$ cat src/rtl/rx_lane_scheduler_pkg.sv
// Shared definitions for the phy_rx byte path: FSM encoding and K-symbol values.
package phy_rx_pkg;

    typedef enum logic [1:0] {
        ST_IDLE   = 2'd0,
        ST_SEARCH = 2'd1,
        ST_LOCKED = 2'd2
    } state_t;

    localparam logic [7:0] COM_SYM = 8'hBC;
    localparam logic [7:0] IDL_SYM = 8'h7C;

endpackage

$ cat src/rtl/rx_lane_scheduler_if.sv
// Serial byte input and lane-strobe output bundle of the rx lane scheduler.
interface rx_lane_scheduler_if;

    logic [7:0] data_000;
    logic       valid_000;
    logic [3:0] lane_we;
    logic [7:0] lane_data;
    logic       frame_done;
    logic       locked;
    logic [1:0] state;

    modport master (
        output data_000, valid_000,
        input  lane_we, lane_data, frame_done, locked, state
    );

    modport slave (
        input  data_000, valid_000,
        output lane_we, lane_data, frame_done, locked, state
    );

endinterface

$ cat src/rtl/rx_lane_scheduler_sat_counter4.sv
// 4-bit counter that saturates at 15; clear and increment together load 1.
module sat_counter4 (
    input  logic       clk,
    input  logic       rst_n,
    input  logic       clr,
    input  logic       inc,
    output logic [3:0] q,
    output logic [3:0] nxt
);

    always_comb begin
        nxt = clr ? 4'd0 : q;
        if (inc && nxt != 4'hF)
            nxt = nxt + 4'd1;
    end

    always_ff @(posedge clk or negedge rst_n) begin
        if (!rst_n)
            q <= 4'd0;
        else
            q <= nxt;
    end

endmodule

$ cat src/rtl/rx_lane_scheduler.sv
// COM-marker alignment FSM and one-hot lane strobe generator for the 4-lane rx demux.
module rx_lane_scheduler
    import phy_rx_pkg::*;
#(
    parameter logic [7:0] COM        = COM_SYM,
    parameter logic [3:0] LOCK_COUNT = 4'd4,
    parameter logic [3:0] LOSS_COUNT = 4'd4
) (
    input  logic                 clk_4f,
    input  logic                 reset_L,
    rx_lane_scheduler_if.slave   bus
);

    state_t     state_q, state_n;
    logic [1:0] ptr_q, ptr_n;
    logic [3:0] we_q, we_n;
    logic [7:0] data_q, data_n;
    logic       done_q;

    logic       is_com;
    logic       com_clr, com_inc, err_clr, err_inc;
    logic [3:0] com_cnt, com_nxt, err_cnt, err_nxt;

    assign is_com = (bus.data_000 == COM);

    sat_counter4 u_com_cnt (
        .clk (clk_4f), .rst_n (reset_L),
        .clr (com_clr), .inc (com_inc),
        .q   (com_cnt), .nxt (com_nxt)
    );

    sat_counter4 u_err_cnt (
        .clk (clk_4f), .rst_n (reset_L),
        .clr (err_clr), .inc (err_inc),
        .q   (err_cnt), .nxt (err_nxt)
    );

    // Each counter is only meaningful in one mode, so the other is held at
    // zero; this gives the clean start on lock/loss without a feedback path.
    always_comb begin
        com_clr = 1'b0;
        com_inc = 1'b0;
        err_clr = 1'b0;
        err_inc = 1'b0;
        if (state_q == ST_LOCKED) begin
            com_clr = 1'b1;
            if (bus.valid_000) begin
                if ((ptr_q == 2'd0) != is_com)
                    err_inc = 1'b1;
                else if (is_com)
                    err_clr = 1'b1;
            end
        end else begin
            err_clr = 1'b1;
            if (bus.valid_000) begin
                if (is_com) begin
                    com_inc = 1'b1;
                    com_clr = (ptr_q != 2'd0);
                end else if (ptr_q == 2'd0) begin
                    com_clr = 1'b1;
                end
            end
        end
    end

    always_comb begin
        state_n = state_q;
        ptr_n   = ptr_q;
        we_n    = 4'd0;
        data_n  = data_q;
        if (bus.valid_000) begin
            unique case (state_q)
                ST_IDLE, ST_SEARCH: begin
                    ptr_n   = is_com ? 2'd1 : ptr_q + 2'd1;
                    state_n = (com_nxt == LOCK_COUNT) ? ST_LOCKED : ST_SEARCH;
                end
                ST_LOCKED: begin
                    we_n   = 4'b0001 << ptr_q;
                    data_n = bus.data_000;
                    ptr_n  = ptr_q + 2'd1;
                    if (err_nxt == LOSS_COUNT) begin
                        state_n = ST_SEARCH;
                        ptr_n   = 2'd0;
                    end
                end
                default: state_n = ST_IDLE;
            endcase
        end
    end

    always_ff @(posedge clk_4f or negedge reset_L) begin
        if (!reset_L) begin
            state_q <= ST_IDLE;
            ptr_q   <= 2'd0;
            we_q    <= 4'd0;
            data_q  <= 8'd0;
            done_q  <= 1'b0;
        end else begin
            state_q <= state_n;
            ptr_q   <= ptr_n;
            we_q    <= we_n;
            data_q  <= data_n;
            done_q  <= we_n[3];
        end
    end

    assign bus.lane_we    = we_q;
    assign bus.lane_data  = data_q;
    assign bus.frame_done = done_q;
    assign bus.locked     = (state_q == ST_LOCKED);
    assign bus.state      = state_q;

endmodule

$ cat src/flat_wrapper.sv
// flat-port wrapper written by rule: the top's interface ports become plain ports
module rx_lane_scheduler_flat import phy_rx_pkg::*;
#(
    parameter logic [7:0] COM        = COM_SYM,
    parameter logic [3:0] LOCK_COUNT = 4'd4,
    parameter logic [3:0] LOSS_COUNT = 4'd4
)
  (clk_4f, reset_L, bus_data_000, bus_valid_000, bus_lane_we, bus_lane_data, bus_frame_done, bus_locked, bus_state);
  rx_lane_scheduler_if bus_i ();
  input  logic clk_4f;
  input  logic reset_L;
  input wire logic [$bits(bus_i.data_000)-1:0] bus_data_000;
  input wire logic [$bits(bus_i.valid_000)-1:0] bus_valid_000;
  output wire logic [$bits(bus_i.lane_we)-1:0] bus_lane_we;
  output wire logic [$bits(bus_i.lane_data)-1:0] bus_lane_data;
  output wire logic [$bits(bus_i.frame_done)-1:0] bus_frame_done;
  output wire logic [$bits(bus_i.locked)-1:0] bus_locked;
  output wire logic [$bits(bus_i.state)-1:0] bus_state;
  assign bus_i.data_000 = bus_data_000;
  assign bus_i.valid_000 = bus_valid_000;
  assign bus_lane_we = bus_i.lane_we;
  assign bus_lane_data = bus_i.lane_data;
  assign bus_frame_done = bus_i.frame_done;
  assign bus_locked = bus_i.locked;
  assign bus_state = bus_i.state;
  rx_lane_scheduler #(.COM(COM), .LOCK_COUNT(LOCK_COUNT), .LOSS_COUNT(LOSS_COUNT)) u_core (.clk_4f(clk_4f), .reset_L(reset_L), .bus(bus_i));
endmodule
$ cat config.mk
export PLATFORM = sky130hd
export DESIGN_NAME = rx_lane_scheduler_flat
export DESIGN_NICKNAME = d
export VERILOG_FILES = /design/src/rtl/rx_lane_scheduler_pkg.sv /design/src/rtl/rx_lane_scheduler_if.sv /design/src/rtl/rx_lane_scheduler_sat_counter4.sv /design/src/rtl/rx_lane_scheduler.sv /design/src/flat_wrapper.sv
export SDC_FILE = /design/constraint.sdc
export NUM_CORES = 1
export LEC_CHECK = 0
export ABC_AREA = 0
export CAP_MARGIN = 20
export CORE_UTILIZATION = 45
export CTS_CLUSTER_SIZE = 8
export DETAILED_ROUTE_END_ITERATION = 10
export PLACE_DENSITY = 0.69
export SLEW_MARGIN = 10
export SYNTH_ARGS = -nofsm -noshare
export SYNTH_HDL_FRONTEND = slang
export SYNTH_SLANG_ARGS = --single-unit
$ cat constraint.sdc
create_clock -name clk_4f -period 3.8 [get_ports clk_4f]
set_clock_uncertainty 0.15 [all_clocks]
set_input_delay 0.76 -clock clk_4f [delete_from_list [all_inputs] [get_ports clk_4f]]
set_output_delay 0.76 -clock clk_4f [all_outputs]
set_load 0.01 [all_outputs]
### Word-level counts from Yosys, hierarchy flattened

Cells that the tools add are included.

| storage, ports and cells | value |
|---|---|
| input port bits | 11 |
| output and inout port bits | 16 |
| word-level logic and storage cells | 55 |
| register bits | 25 |

| operators by class | value |
|---|---|
| reduce and logical (&&, ||, !) cells | 10 |
| shift-type cells | 1 |
| eq/ne operators | 9 |
| muxes and demuxes | 25 |
| add/subtract/negate cells | 3 |

Operators by type and width:

| operator | count |
|---|---|
| 2-to-1 mux 4 bit | 6 |
| 2-to-1 mux 1 bit | 13 |
| adder 4 x 1 -> 4 bit (second input constant) | 2 |
| equality test 4 x 3 -> 1 bit (second input constant) | 2 |
| equality test 8 bit (second input constant) | 1 |
| 2-to-1 mux 2 bit | 4 |
| != test 4 bit (second input constant) | 2 |
| case mux 2 bit (2 select lines) | 2 |
| AND reduction 2 bit | 3 |
| zero test 2 bit | 2 |
| nonzero test 2 bit | 2 |
| << shifter 1 x 2 -> 4 bit (first input constant) | 1 |
| adder 2 x 1 -> 2 bit (second input constant) | 1 |
| equality test 2 x 1 -> 1 bit (second input constant) | 1 |
| equality test 2 bit (second input constant) | 1 |
| logical AND 1 bit | 2 |
| != test 2 x 1 -> 1 bit (second input constant) | 1 |
| OR reduction 2 bit | 1 |
| != test 1 bit | 1 |

### Logic depth before layout (Yosys ltp)

| depth | value |
|---|---|
| depth after elaboration | 12 |
| gate-level depth with buffers | 12 |
| mapped depth without buffers | 12 |

### Modules after synthesis

From an unflattened synthesis, not the netlist that was laid out.

| second synthesis, totals | value |
|---|---|
| cells, all modules | 106 |
| area, all modules | 1244.9 um^2 |

Modules (own cells, without submodules):

| module | cells each | area each (um^2) | seq. area each (um^2) | instances |
|---|---|---|---|---|
| rx_lane_scheduler | 68 | 799.5 | 400.4 | 1 |
| sat_counter4 | 19 | 222.7 | 100.1 | 2 |

### Least setup slack after synthesis

OpenSTA, ideal clock, no wires.

| path | value |
|---|---|
| kind | input to register |
| from | input bus_data_000[0] |
| to | register u_core.ptr_q[1] |
| data required time | 3555 ps |
| library setup time | 95 ps |
| stages | 10 |
| slack | 766 ps |
| arrival | 2788 ps |
| buffers on the path | 1 |
| path through | nand4bb_1 > buf_2 > or3_1 > and3_1 > ha_1 > a31oi_1 > a21boi_4 > mux2i_1 > nor3b_2 > o31ai_1 |

| on the way | value |
|---|---|
| word-level cells in the longest chain between the ends | 12 |
| elaborated cells between the ends (all ways) | 18 |
| classes of those cells | add/sub: 1; eq/ne: 4; mux: 12; reduce/logical: 1 |

Ends and longest elaborated chain:

| item | RTL line | RTL |
|---|---|---|
| start: declaration | flat_wrapper.sv:12 | `input wire logic [$bits(bus_i.data_000)-1:0] bus_data_000;` |
| equality test 8 bit (*) | rx_lane_scheduler.sv:24 | `assign is_com = (bus.data_000 == COM);` |
| branches (longest 10 deep; another with adder 4 x 1 -> 4 bit) | n/a |  |
| case mux 2 bit (2 select lines) (*) | rx_lane_scheduler.sv:72 | `unique case (state_q)` |
| end signal: assignment | rx_lane_scheduler.sv:100 | `ptr_q <= ptr_n;` |
| end: declaration | rx_lane_scheduler.sv:15 | `logic [1:0] ptr_q, ptr_n;` |

Mark *: on every way between the ends.
A chain may end at the register's enable or synchronous reset.

### Final worst setup path

| path | value |
|---|---|
| from | register u_core.ptr_q[0] |
| to | register u_core.ptr_q[1] |

| on the way | value |
|---|---|
| word-level cells in the longest chain between the ends | 12 |
| elaborated cells between the ends (all ways) | 18 |
| classes of those cells | add/sub: 2; eq/ne: 3; mux: 11; reduce/logical: 2 |

Ends and longest elaborated chain:

| item | RTL line |
|---|---|
| branches (longest 11 deep; another with adder 4 x 1 -> 4 bit) | n/a |
| case mux 2 bit (2 select lines) (*) | rx_lane_scheduler.sv:72 |

Marks and branches as above.

==> out/metrics.cfg <==
[layout]
final_common_cell = clkdlybuf4s50_1
regArea_um2 = 601
final_nets = 169
multiInputGateArea_um2 = 659
areaGrowthSynthToFinish_pct = 26.4
drive_gt1_share_pct = 16.4
mostFrequentLayoutCells = clkdlybuf4s50_1 (25), dfrtp_1 (24), nand2_1 (14)
antenna_cells = 0
fillers = 252
finalNonFillerCells = 183

[drt]
viasPerCell = 5.85
dr.pass1.iters = 4
drt_wl_total_um = 2770
vias = 1070
wl_per_cell_um = 15.1
drt_iter0_markers = 49
drc_errors = 0
final_antenna_net_count = 0

[cts]
cts_tree = built
postCtsResizedCells = 0
cts.path.max_buffers = 2
cts_sinks = 24
cts_buffers = 3
post-cts-setup-buffer-count = 0
clock_latency_ns = 0.31
cts_root_buf = clkbuf_4
hold_buffers = 0
clock_tree.htree_level_count = 1
clk_pin_slew_ns = 0.13

[yosys]
syn-num-nets = 138
syn-mean-instance-area_um2 = 10.7
synthArstFlopShare_pct = 100
ys_seq_area_share_pct = 46.2
synthCells = 122
synthFlopType = dfrtp_1
yosysWarnings = 0
synth_edf_count = 0
synth.distinct_cells = 43
ys_seq_elements = 24
synthesis.area_um2 = 1300

[floorplanning]
initial_core_util_pct = 47.1
fp.dieArea_um2 = 3110
ios = 27
num_rows = 19
die_y_um = 55.8
core_area_um2 = 2760
chipWidth_um = 55.8

[power]
swShare_pct = 28.5
leakagePower_uw = 0.000745
p_switching_uw = 175
seqPwrFrac_pct = 50.5
combPwrFrac_pct = 27.8
p_int_uw = 439
power.density_nw_per_um2 = 374
peakVddDrop_mv = 0.313
clkPwrFrac_pct = 21.7

[placed_design]
place_congestion = 0.832
port_buffers = 26
post-place-ws_ns = 0.242
place_inst = 179
hpwl_um = 2070

[setup_path]
required_ns = 3.88
path_max_fanout = 7
critical_path.startpoint_type = register
crit_slowest_cell = dfrtp_1
path_delay_family = simple AND/OR/NAND/NOR gates
setup.worst_path.class = reg -> reg
slowest_delay_ns = 0.45
cp.arrival_ns = 3.34
worstPathBufferInverterCount = 1
endpoint_kind = register
crit_top_cell = ha_1
cp_cell_sequence = inv_1 -> ha_1 -> nand2_1 -> or3_1 -> and3_1 -> ha_1 -> a31oi_1 -> a21boi_4 -> mux2i_1 -> nor3b_2 -> o31ai_1

[global_route]
grt_pass1_vias = 1017
grt_max_degree = 25
grt_usage_pct = 19.3
gr-total-overflow = 0
antenna_found_initial = 0
grt_pass1_wl_um = 4720

[sta]
rsz0062_at_grt = no
tightest_slew_ns = 0.533
setup_tns_ns = 0
max_freq_mhz = 307
min_period_ns = 3.26
hold_violations = 0
max-slew-margin-rel_pct = 64.5
setup_viol = 0
min_period_over_period_pct = 85.8
drv_slew = 0
setup_slack_ns = 0.540

[min_path]
hp-class = in -> async

[outcome]
outcome = finished clean

[run]
maxCapViolCount = 0

## worst paths after layout
check / to / depth (start not counted) / slack (ns) / startpoint
min reg2reg: u_core.bus.lane_data[3]$_DFFE_PN0P_ / 1 / 0.37 / u_core.bus.lane_data[3]$_DFFE_PN0P_
max in group asynchronous: u_core.bus.lane_data[3]$_DFFE_PN0P_ / 1 / 2.89 / reset_L
min in group clk_4f: u_core.bus.lane_data[3]$_DFFE_PN0P_ / 1 / 0.37 / u_core.bus.lane_data[3]$_DFFE_PN0P_
max: u_core.ptr_q[1]$_DFFE_PN0P_ / 11 / 0.54 / u_core.ptr_q[0]$_DFFE_PN0P_
min: u_core.ptr_q[1]$_DFFE_PN0P_ / 1 / 0.26 / reset_L
max reg2reg: u_core.ptr_q[1]$_DFFE_PN0P_ / 11 / 0.54 / u_core.ptr_q[0]$_DFFE_PN0P_
## power groups by stage
stage / logic, uW / clock network (uW) / registers (uW)
2_1_floorplan: 67.9 / 0 / 325
3_3_place_gp: 170 / 0 / 313
3_5_place_dp: 173 / 0 / 316
4_1_cts: 173 / 140 / 310
5_1_grt: 185 / 147 / 315
6_report: 171 / 134 / 310
## kinds of logic after synthesis
logic type	after synthesis	share of synthesized area (%)
XOR/XNOR	1	0.674
multiplexers	12	10.1
adder cells (fa/ha/maj)	5	4.81
AO/OA/AOI/OAI	24	14.2
AND/OR/NAND/NOR	47	20.9
flip-flops	24	46.2
buffers and inverters	9	3.08
## cell usage after synthesis (3+ instances only)
master | instances | share of area, %
and3_1 | 4 | 1.9
nand2_1 | 14 | 4.0
mux2_2 | 9 | 7.8
nor2_1 | 9 | 2.6
a21oi_1 | 3 | 1.2
dfrtp_1 | 24 | 46
o211ai_1 | 3 | 1.7
ha_1 | 5 | 4.8
inv_1 | 4 | 1.2
mux2i_1 | 3 | 2.3
o21ai_0 | 4 | 1.5
## metal layers
layer | wire length (um) | GRT usage [%] | up-vias
li1 | - | - | 509
met1 | 1210 | 26.3 | 522
met2 | 1390 | 32.0 | 35
met3 | 141 | 2.33 | 4
met4 | 27 | 6.79 | 0
met5 | 0 | 0 | -
## sequential cells by signal, summed over array words and instances (netlist names)
signal                 cells
u_core.bus.frame_done      1
u_core.bus.lane_data       8
u_core.bus.lane_we         3
u_core.bus.state           2
u_core.ptr_q               2
u_core.u_com_cnt.q         4
u_core.u_err_cnt.q         4
## layout make-up
| class | count | area share, % |
|---|---|---|
| repair buffers | 31 | 17.8 |
| inverters | 4 | 0.914 |
| multi-input cells | 89 | 40.1 |
| well taps | 31 | 2.36 |
| flip-flops and latches | 24 | 36.6 |
| clock buffers | 4 | 2.21 |
## through the flow
step	power (uW)	util, %	cell area, um2	hold WS (ns)
2_1_floorplan	393	-	1300	0.314
3_3_place_gp	483	58.4	1610	0.340
3_5_place_dp	488	58.4	1610	0.345
4_1_cts	624	59.8	1650	0.374
5_1_grt	647	59.6	1640	0.295
6_report	614	59.6	1640	0.259
No activity file was read; power rests on OpenSTA's default activity.
